File: src/rtl/operand_entry.sv
// rtl/operand_entry.sv - sequential A/B/opcode entry from shared switches, debounced ENTER/CLEAR; optional ENTRY_TIMEOUT_EN idle abort
module operand_entry #(
    parameter int N              = 3,
    parameter int DEB_CYCLES     = 250000,
    parameter int TIMEOUT_CYCLES = 500000000
) (
    input  logic         clk,
    input  logic         rst,
    input  logic [N-1:0] sw,
    input  logic [1:0]   op_sw,
    input  logic         btn_enter,
    input  logic         btn_clear,
    output logic [N-1:0] a,
    output logic [N-1:0] b,
    output logic [1:0]   op,
    output logic         valid,
    output logic [1:0]   step
);

    typedef enum logic [1:0] {
        S_A   = 2'd0,
        S_B   = 2'd1,
        S_OP  = 2'd2,
        S_RUN = 2'd3
    } state_t;

    localparam int DW = $clog2(DEB_CYCLES + 1);
    localparam logic [DW-1:0] DEB_LAST = DW'(DEB_CYCLES - 1);

    // Index 0 is ENTER, index 1 is CLEAR.
    logic [1:0]    btn_raw;
    logic [1:0]    sync1_q, sync1_d;
    logic [1:0]    sync2_q, sync2_d;
    logic [1:0]    deb_q, deb_d;
    logic [1:0]    press_q, press_d;
    logic [DW-1:0] cnt_q [2];
    logic [DW-1:0] cnt_d [2];

    state_t        state_q, state_d;
    logic [N-1:0]  a_q, a_d, b_q, b_d;
    logic [1:0]    op_q, op_d;
    logic          valid_q, valid_d;

    logic          enter_pulse;
    logic          clear_pulse;
    logic          timeout;

    assign btn_raw     = {btn_clear, btn_enter};
    assign enter_pulse = press_q[0];
    assign clear_pulse = press_q[1];

    // Two-stage synchronizer, then a stable-run counter that flips the debounced level
    always_comb begin
        sync1_d = btn_raw;
        sync2_d = sync1_q;
        deb_d   = deb_q;
        press_d = 2'b00;
        for (int i = 0; i < 2; i++) begin
            cnt_d[i] = '0;
            if (sync2_q[i] != deb_q[i]) begin
                if (cnt_q[i] == DEB_LAST) begin
                    deb_d[i]   = ~deb_q[i];
                    press_d[i] = ~deb_q[i];
                end else begin
                    cnt_d[i] = cnt_q[i] + 1'b1;
                end
            end
        end
    end

    // Button conditioning registers
    always_ff @(posedge clk) begin
        if (rst) begin
            sync1_q <= 2'b00;
            sync2_q <= 2'b00;
            deb_q   <= 2'b00;
            press_q <= 2'b00;
            cnt_q   <= '{default: '0};
        end else begin
            sync1_q <= sync1_d;
            sync2_q <= sync2_d;
            deb_q   <= deb_d;
            press_q <= press_d;
            cnt_q   <= cnt_d;
        end
    end

`ifdef ENTRY_TIMEOUT_EN
    localparam int TW = $clog2(TIMEOUT_CYCLES + 1);
    localparam logic [TW-1:0] TO_LAST = TW'(TIMEOUT_CYCLES - 1);

    logic [TW-1:0] idle_q, idle_d;

    // A fresh ENTER in the last idle cycle wins over the abort.
    assign timeout = ((state_q == S_B) || (state_q == S_OP)) &&
                     (idle_q == TO_LAST) && !enter_pulse;

    // Idle counter only runs while parked mid-entry
    always_comb begin
        idle_d = '0;
        if (((state_q == S_B) || (state_q == S_OP)) && !enter_pulse &&
            !clear_pulse && (state_d == state_q)) begin
            idle_d = idle_q + 1'b1;
        end
    end

    // Idle counter register
    always_ff @(posedge clk) begin
        if (rst) begin
            idle_q <= '0;
        end else begin
            idle_q <= idle_d;
        end
    end
`else
    assign timeout = 1'b0;
`endif

    // State and operand registers
    always_ff @(posedge clk) begin
        if (rst) begin
            state_q <= S_A;
            a_q     <= '0;
            b_q     <= '0;
            op_q    <= 2'b00;
            valid_q <= 1'b0;
        end else begin
            state_q <= state_d;
            a_q     <= a_d;
            b_q     <= b_d;
            op_q    <= op_d;
            valid_q <= valid_d;
        end
    end

    // Next state: abort (clear or timeout) beats ENTER
    always_comb begin
        state_d = state_q;
        if (clear_pulse || timeout) begin
            state_d = S_A;
        end else if (enter_pulse) begin
            case (state_q)
                S_A:   state_d = S_B;
                S_B:   state_d = S_OP;
                S_OP:  state_d = S_RUN;
                S_RUN: state_d = S_A;
            endcase
        end
    end

    // Operand capture; values persist across S_RUN -> S_A until overwritten
    always_comb begin
        a_d     = a_q;
        b_d     = b_q;
        op_d    = op_q;
        if (clear_pulse || timeout) begin
            a_d  = '0;
            b_d  = '0;
            op_d = 2'b00;
        end else if (enter_pulse) begin
            case (state_q)
                S_A:     a_d  = sw;
                S_B:     b_d  = sw;
                S_OP:    op_d = op_sw;
                default: ;
            endcase
        end
        valid_d = (state_d == S_RUN);
    end

    assign a     = a_q;
    assign b     = b_q;
    assign op    = op_q;
    assign valid = valid_q;
    assign step  = state_q;

endmodule
File: config.mk
export PLATFORM = sky130hd
export DESIGN_NAME = operand_entry
export DESIGN_NICKNAME = d
export VERILOG_FILES = /design/src/rtl/operand_entry.sv
export SDC_FILE = /design/constraint.sdc
export NUM_CORES = 1
export LEC_CHECK = 0
export BUFFER_PORTS_ARGS = -buffer_cell sky130_fd_sc_hd__buf_4
export CORE_MARGIN = 4
export CORE_UTILIZATION = 54
export DETAILED_ROUTE_END_ITERATION = 10
export PLACE_DENSITY = 0.73
export SLEW_MARGIN = 20
export SYNTH_ARGS = -nofsm -noshare
export SYNTH_HDL_FRONTEND = slang
export SYNTH_SLANG_ARGS = --single-unit
export TNS_END_PERCENT = 1
File: constraint.sdc
create_clock -name clk -period 3.6 [get_ports clk]
set_input_delay 0.9 -clock clk [delete_from_list [all_inputs] [get_ports clk]]
set_output_delay 0.9 -clock clk [all_outputs]
set_load 0.1 [all_outputs]
* Yosys cells after proc, flatten, opt, wreduce, memory -nomap -nowiden
Cells that the tools add are included.
Storage, ports and cells: output and inout bits 11, word-level logic and storage cells 43, input port bits 9, flip-flop bits (word level) 55
Cells by class: bitwise operators 6, mux-type cells 3, eq/ne operators 8, reduce and logical (&&, ||, !) cells 11, $add $sub $neg 2
Operators with widths (count):
- $add A18 B1 Y18 const B | 2
- $eq A18 B18 Y1 const B | 2
- $reduce_or A3 Y1 | 4
- $reduce_and A2 Y1 | 5
- $pmux W2 S4 | 1
- $eq A2 B2 Y1 const B | 3
- $not A1 Y1 | 6
- $mux W2 | 2
- $eq A2 B1 Y1 const B | 1
- $logic_not A2 Y1 | 1
- $ne A1 B1 Y1 | 2
- $reduce_or A2 Y1 | 1

* Depth between registers and ports, before layout
Gate-level depths: netlist (run 1).
word-level depth 5, mapped depth 6, mapped depth without buffers 5

* Least setup slack after synthesis (run 1)
OpenSTA, ideal clock, no wires.
kind register to output, from register state_q[0] (netlist: step[0]), to output port step[0], path slack 1.725 ns, data required time 2.700 ns, stages on the path, launching flop included 1, buffers on the path 0, arrival 0.975 ns, cell sequence dfxtp_1
RTL lines:
- from (decl) | RTL line 39 | state_t state_q, state_d;
- from (signal assigned) | RTL line 128 | state_q <= state_d;
- to (decl) | RTL line 17 | output logic [1:0] step
No word-level cell between the ends.

* Worst setup path after layout (run 1)
from register cnt_q[18] (netlist bit), to register cnt_q[26] (netlist bit)
On the way: cells in the longest elaborated chain, start to end 2, elaborated cells between the ends (all ways) 3, those cells by class add/sub (1); eq/ne (1); reduce/logical (1)
Ends and longest elaborated chain:
- from (decl) | RTL line 36 | logic [DW-1:0] cnt_q [2];
- from (signal assigned) | RTL line 84 | cnt_q <= cnt_d;
- parallel branches: the longest is 2 deep, another holds $add A18 B1 Y18
Several ways; the timed one is not identified. A chain may end at the register's enable or synchronous reset.

==> results of run 1 <==
## layer usage
layer	track usage, %	vias up
li1	-	974
met1	22.5	838
met2	28.3	32
met3	4.32	5
met4	6.72	0
met5	0	-
## synth_stat cells (2+ instances only)
master    instances
a21oi_1          14
and3_1            6
and4_1            2
clkbuf_1          4
dfxtp_1          55
ha_1              5
inv_1             6
nand2_1          19
nand3_1          22
nand4_1          13
nor2_1           41
nor2b_1           4
nor3_1            6
nor4_1           13
o21ai_0           2
o31ai_1           3
or4_1             3
xnor2_1          26
xor2_1            5
## layout make-up
cell class / count / area [sq um] / area share, %
Inverter: 6 / 22.5 / 0.855
Clock buffer: 5 / 68.8 / 2.61
Sequential cell: 55 / 1100 / 41.8
Timing Repair Buffer: 20 / 150 / 5.70
Tap cell: 50 / 62.6 / 2.37
Multi-Input combinational cell: 198 / 1210 / 46.1
Clock inverter: 3 / 15.0 / 0.570
## where the power goes
| group | leakage (uW) | switching (uW) | internal (uW) |
|---|---|---|---|
| logic | 0.000330 | 9.49 | 9.26 |
| clock network | 0.0000477 | 193 | 134 |
| registers | 0.000444 | 2.06 | 611 |
| total | 0.000822 | 204 | 754 |
## metrics by stage
| stage | cell area, sq um | hold slack [ps] | std cells | setup WS (ps) |
|---|---|---|---|---|
| after floorplan | 2370 | 391 | 265 | 1730 |
| after global placement | 2550 | 402 | 329 | 1520 |
| after detailed placement | 2550 | 406 | 329 | 1490 |
| after CTS | 2640 | 424 | 337 | 1480 |
| after global routing | 2640 | 469 | 337 | 1320 |
| final | 2640 | 423 | 337 | 1490 |
## worst paths after layout
kind	from	to	slack, ps	depth (start not counted)
min	press_q[1]$_SDFF_PP0_	valid$_SDFF_PP0_	420	1
max	cnt_q[18]$_SDFF_PP0_	cnt_q[26]$_SDFF_PP0_	1490	6
min reg2reg	press_q[1]$_SDFF_PP0_	valid$_SDFF_PP0_	420	1
max reg2reg	cnt_q[18]$_SDFF_PP0_	cnt_q[26]$_SDFF_PP0_	1490	6
## logic make-up (layout without fill, tap and decap cells)
kind of cell,count (synthesis),in the layout,share of synthesized area (%)
AOI/OAI and AO/OA,22,22,6.07
and+or+nand+nor,139,139,30.7
adders and majority gates,5,5,2.64
muxes,1,1,0.422
buffers and inverters,12,34,2.27
xor gates and xnor gates,31,31,11.5
DFF,55,55,46.5
## state kept, by name (all words and copies together), names as in the netlist, 2 cells and up
name	flops
cnt_q	36
b	3
op	2
press_q	2
a	3
sync2_q	2
sync1_q	2
step	2
deb_q	2
==> flow_summary.yaml, run 1 <==
route:
  dr_wl_met2_um: 1970
  wl_met1_um: 2140
  drt-initial-drc-count: 85
  wl_met3_um: 188
  dr.pass1.iters: 4
  antenna_left: 0
  finalWirelength_um: 4370
  wl_per_cell_um: 13.0
  vias: 1849
  top_layer_used: "met4"
  viasPerCell: 5.49
  drcViolationCount: 0
logic_synthesis:
  synth.distinct_cells: 35
  synth_area_sq_um: 2370
  synth_top_area_cell: "dfxtp_1"
  avgSynthCellArea_sq_um: 8.94
  yosysTopAreaCellShare_pct: 46.5
  async_reset_ff_share_pct: 0
  ys_seq_area_share_pct: 46.5
  synth_seq_cells: 55
  synth-edff-count: 0
  synthTopCellsByArea: "dfxtp_1, xnor2_1, nor2_1, nand3_1, nand4_1"
  synthCells: 265
  yosysWarnings: 0
  ys.flop_type: "dfxtp_1"
  syn-num-nets: 279
timing:
  slew_viol_final: 0
  finClkSkew_ps: 11.0
  timing_hold_violations_final: 0
  min_period_ps: 2110
  slew_headroom_pct: 39.9
  setup_tns_ps: 0
  max_freq_mhz: 475
  worst_slew_pin_slew_ps: 899
  finalCritPeriodShare_pct: 58.5
  setup_viol: 0
  rsz0062_at_grt: "no"
global_route:
  grt_pass1_vias: 1736
  grt_max_degree: 18
  antenna_found_initial: 0
  grt-ovfl-total: 0
  grt_usage_pct: 17.5
  grt_pass1_wl_um: 7570
clock_network:
  holdBufCountCts: 0
  htreeDepth: 2
  cts_tree: "built"
  clock_path_buffers: 2
  numCtsBuffers: 5
  insertion_delay_ps: 310
  path_clk_slew_ps: 100
  clock_sinks: 55
  post_cts_resized: 0
  root_buffer: "clkbuf_8"
  post_cts.repair.setup_buffers: 0
critical_path:
  crit_path_start_kind: "flop"
  critPathRequiredTime_ps: 3800
  setup.worst_path.end_class: "flop"
  worstPathMaxFanout: 10
  cpMaxStageDelayCell: "o21ai_1"
  critPathBufInv: 1
  path_class: "flop to flop"
  cp_top_family: "compound AO/OA/AOI/OAI gates"
  cp.arrival_ps: 2310
  crit_chain: "ha_1, and3_1, nand3_1, o21ai_1, buf_4, nor2_1"
  cp_slowest_stage_delay_ps: 590
final_layout:
  drive_above_1_share_pct: 12.2
  n_antenna_cell: 0
  nNetsFinal: 300
  final_common_cell: "dfxtp_1"
  area_growth_pct: 11.2
  fin_util_pct: 64.0
  final_cell_mix: "dfxtp_1, nor2_1, xnor2_1"
  fillers: 367
pwr:
  vdd_drop_max_v: 0.000241
  totalPowerFinal_uw: 958
  power_density_nw_per_um2: 364
  p_leak_uw: 0.000822
die:
  die_area_sq_um: 5510
  start_util_pct: 57.6
  die_h_um: 74.2
  io-pin-count: 20
  core_sq_um: 4120
  rows: 23
  fp.dieW_um: 74.2
place:
  gp_congestion: 0.910
  portBuffers: 19
  place_hpwl_um: 3170
hold_path:
  hold_class: "flop to flop"
flow_run:
  maxCapViolCount: 0
outcome:
  status: "completed"
Note: power is estimated with default switching activity, not from simulation.
==> run 2, diff against run 1 <==
Clock period 3.6 ns to 2 ns, I/O delays scaled along.
==> run 2 against run 1 <==
- sequential share of layout area down 0.91 points
- final cell count up 1.2%
- die area unchanged
- register-to-register slack worse by 1300 ps
- largest power group unchanged
- first-iteration DRC count up 22%
- global-route usage down 1.2 points
- largest cell class unchanged
- count of clock-buffer cells in the layout unchanged
==> flow_summary.yaml, run 2 (synthesized netlist as in run 1, its figures left out) <==
outcome:
  status: "completed"
route:
  vias: 1902
  viasPerCell: 5.58
  drcViolationCount: 0
  wl_per_cell_um: 12.4
  dr.pass1.iters: 4
  finalWirelength_um: 4240
  antenna_left: 0
  drt-initial-drc-count: 104
critical_path:
  r2r-end: "cnt_q[35]$_SDFF_PP0_"
  worstPathMaxFanout: 7
  crit_path_start_kind: "flop"
  setup.worst_path.end_class: "flop"
  rrSetupSlack_ps: 170
  path_class: "flop to flop"
  crit_chain: "nand3_2, or4_4, or4_1, a21oi_1"
  cp_top_family: "simple AND/OR/NAND/NOR gates"
  cp_slowest_stage_delay_ps: 590
  r2r-start: "cnt_q[25]$_SDFF_PP0_"
  critPathRequiredTime_ps: 2240
  cpMaxStageDelayCell: "or4_4"
  critPathBufInv: 0
  cp.arrival_ps: 2070
  worstRegToRegCells: 4
clock_network:
  post_cts_resized: 0
  clock_sinks: 55
  htreeDepth: 2
  numCtsBuffers: 5
  post_cts.repair.setup_buffers: 0
  insertion_delay_ps: 300
  clock_path_buffers: 2
  path_clk_slew_ps: 90
  cts_tree: "built"
  holdBufCountCts: 0
  root_buffer: "clkbuf_8"
global_route:
  antenna_found_initial: 0
  grt-ovfl-total: 0
  grt_pass1_wl_um: 7190
  grt_pass1_vias: 1691
  grt_usage_pct: 16.2
  grt_max_degree: 19
final_layout:
  final_cell_count_no_fill: 341
  largest_register_ff_count: 36
  n_antenna_cell: 0
  final_cell_mix: "dfxtp_1, nor2_1, xnor2_1"
  area_growth_pct: 13.7
  drive_above_1_share_pct: 13.4
  nNetsFinal: 304
  largest_register: "cnt_q"
  final_common_cell: "dfxtp_1"
die:
  io-pin-count: 20
  start_util_pct: 57.6
  die_area_sq_um: 5510
  core_sq_um: 4120
  rows: 23
  fp.dieW_um: 74.2
  die_h_um: 74.2
pwr:
  p_leak_uw: 0.000850
  totalPowerFinal_uw: 1860
  vdd_drop_max_v: 0.000501
  power_density_nw_per_um2: 692
timing:
  max_freq_mhz: 546
  rsz0062_at_grt: "no"
  finClkSkew_ps: 3.53
  worst_slew_pin_slew_ps: 436
  timing_hold_violations_final: 0
  setup_tns_ps: 0
  slew_headroom_pct: 70.9
  min_period_ps: 1830
  slew_viol_final: 0
  setup_viol: 0
  finalCritPeriodShare_pct: 91.5
place:
  dpl.cell_count: 333
  place_hpwl_um: 3120
  portBuffers: 19
  gp_congestion: 0.899
flow_run:
  maxCapViolCount: 0
hold_path:
  hold_path_depth: 2
  whs_endpoint: "sync1_q[1]$_SDFF_PP0_"
  hold_class: "input port to flop"
  min_from: "btn_clear"
run 2: changes by cell type in the layout (fill, tap and decap cells not counted):
cell | before | now
buf_4 | 20 | 24
bufinv_16 | 0 | 1
clkinv_2 | 3 | 1
clkinv_4 | 0 | 1
run 2: per-stage QoR:
step | instance area, sq um | worst slack (ps) | hold slack [ps] | util (%)
after floorplan | 2370 | 161 | 391 | -
after global placement | 2580 | 256 | 417 | 62.7
after detailed placement | 2580 | 200 | 422 | 62.7
after CTS | 2690 | 177 | 397 | 65.5
after global routing | 2690 | 56.2 | 406 | 65.5
final | 2690 | 169 | 406 | 65.5
run 2: metal layers:
layer / track usage [%] / part of all wire, % / wire length (um) / up-vias
li1: - / - / - / 985
met1: 21.6 / 50 / 2110 / 883
met2: 26.2 / 45 / 1920 / 30
met3: 4.46 / 4.4 / 188 / 4
met4: 4.35 / 0.50 / 21 / 0
met5: 0 / 0 / 0 / -
run 2: layout make-up:
class	count	area, sq um
clock buffers	5	68.8
clock inverters	3	43.8
flip-flops and latches	55	1100
multi-input cells	198	1210
repair buffers	24	180
well taps	50	62.6
inverters	6	22.5
fillers	366	1420
run 2: power by group:
group / leakage [uW] / switching, uW / internal, uW
Sequential: 0.000444 / 3.76 / 1100
Clock: 0.0000581 / 353 / 373
Combinational: 0.000349 / 17.7 / 18.0
run 2: worst reg2reg max path, delay by kind of cell, from the launching register on:
kind / cells / cell delay [ps]
AO/OA/AOI/OAI: 1 / 140
flip-flops: 1 / 460
AND/OR/NAND/NOR: 3 / 1180
run 2: how the worst max path moves through the flow:
stage,depth (start not counted),start,slack (ps),endpoint
finish,4,cnt_q[25]$_SDFF_PP0_,170,cnt_q[35]$_SDFF_PP0_
global route,4,cnt_q[25]$_SDFF_PP0_,60,cnt_q[33]$_SDFF_PP0_
CTS,4,cnt_q[25]$_SDFF_PP0_,180,cnt_q[35]$_SDFF_PP0_
detailed placement,4,cnt_q[25]$_SDFF_PP0_,200,cnt_q[33]$_SDFF_PP0_
global placement,4,cnt_q[8]$_SDFF_PP0_,260,cnt_q[8]$_SDFF_PP0_
floorplan,4,step[0]$_SDFF_PP0_,160,valid$_SDFF_PP0_
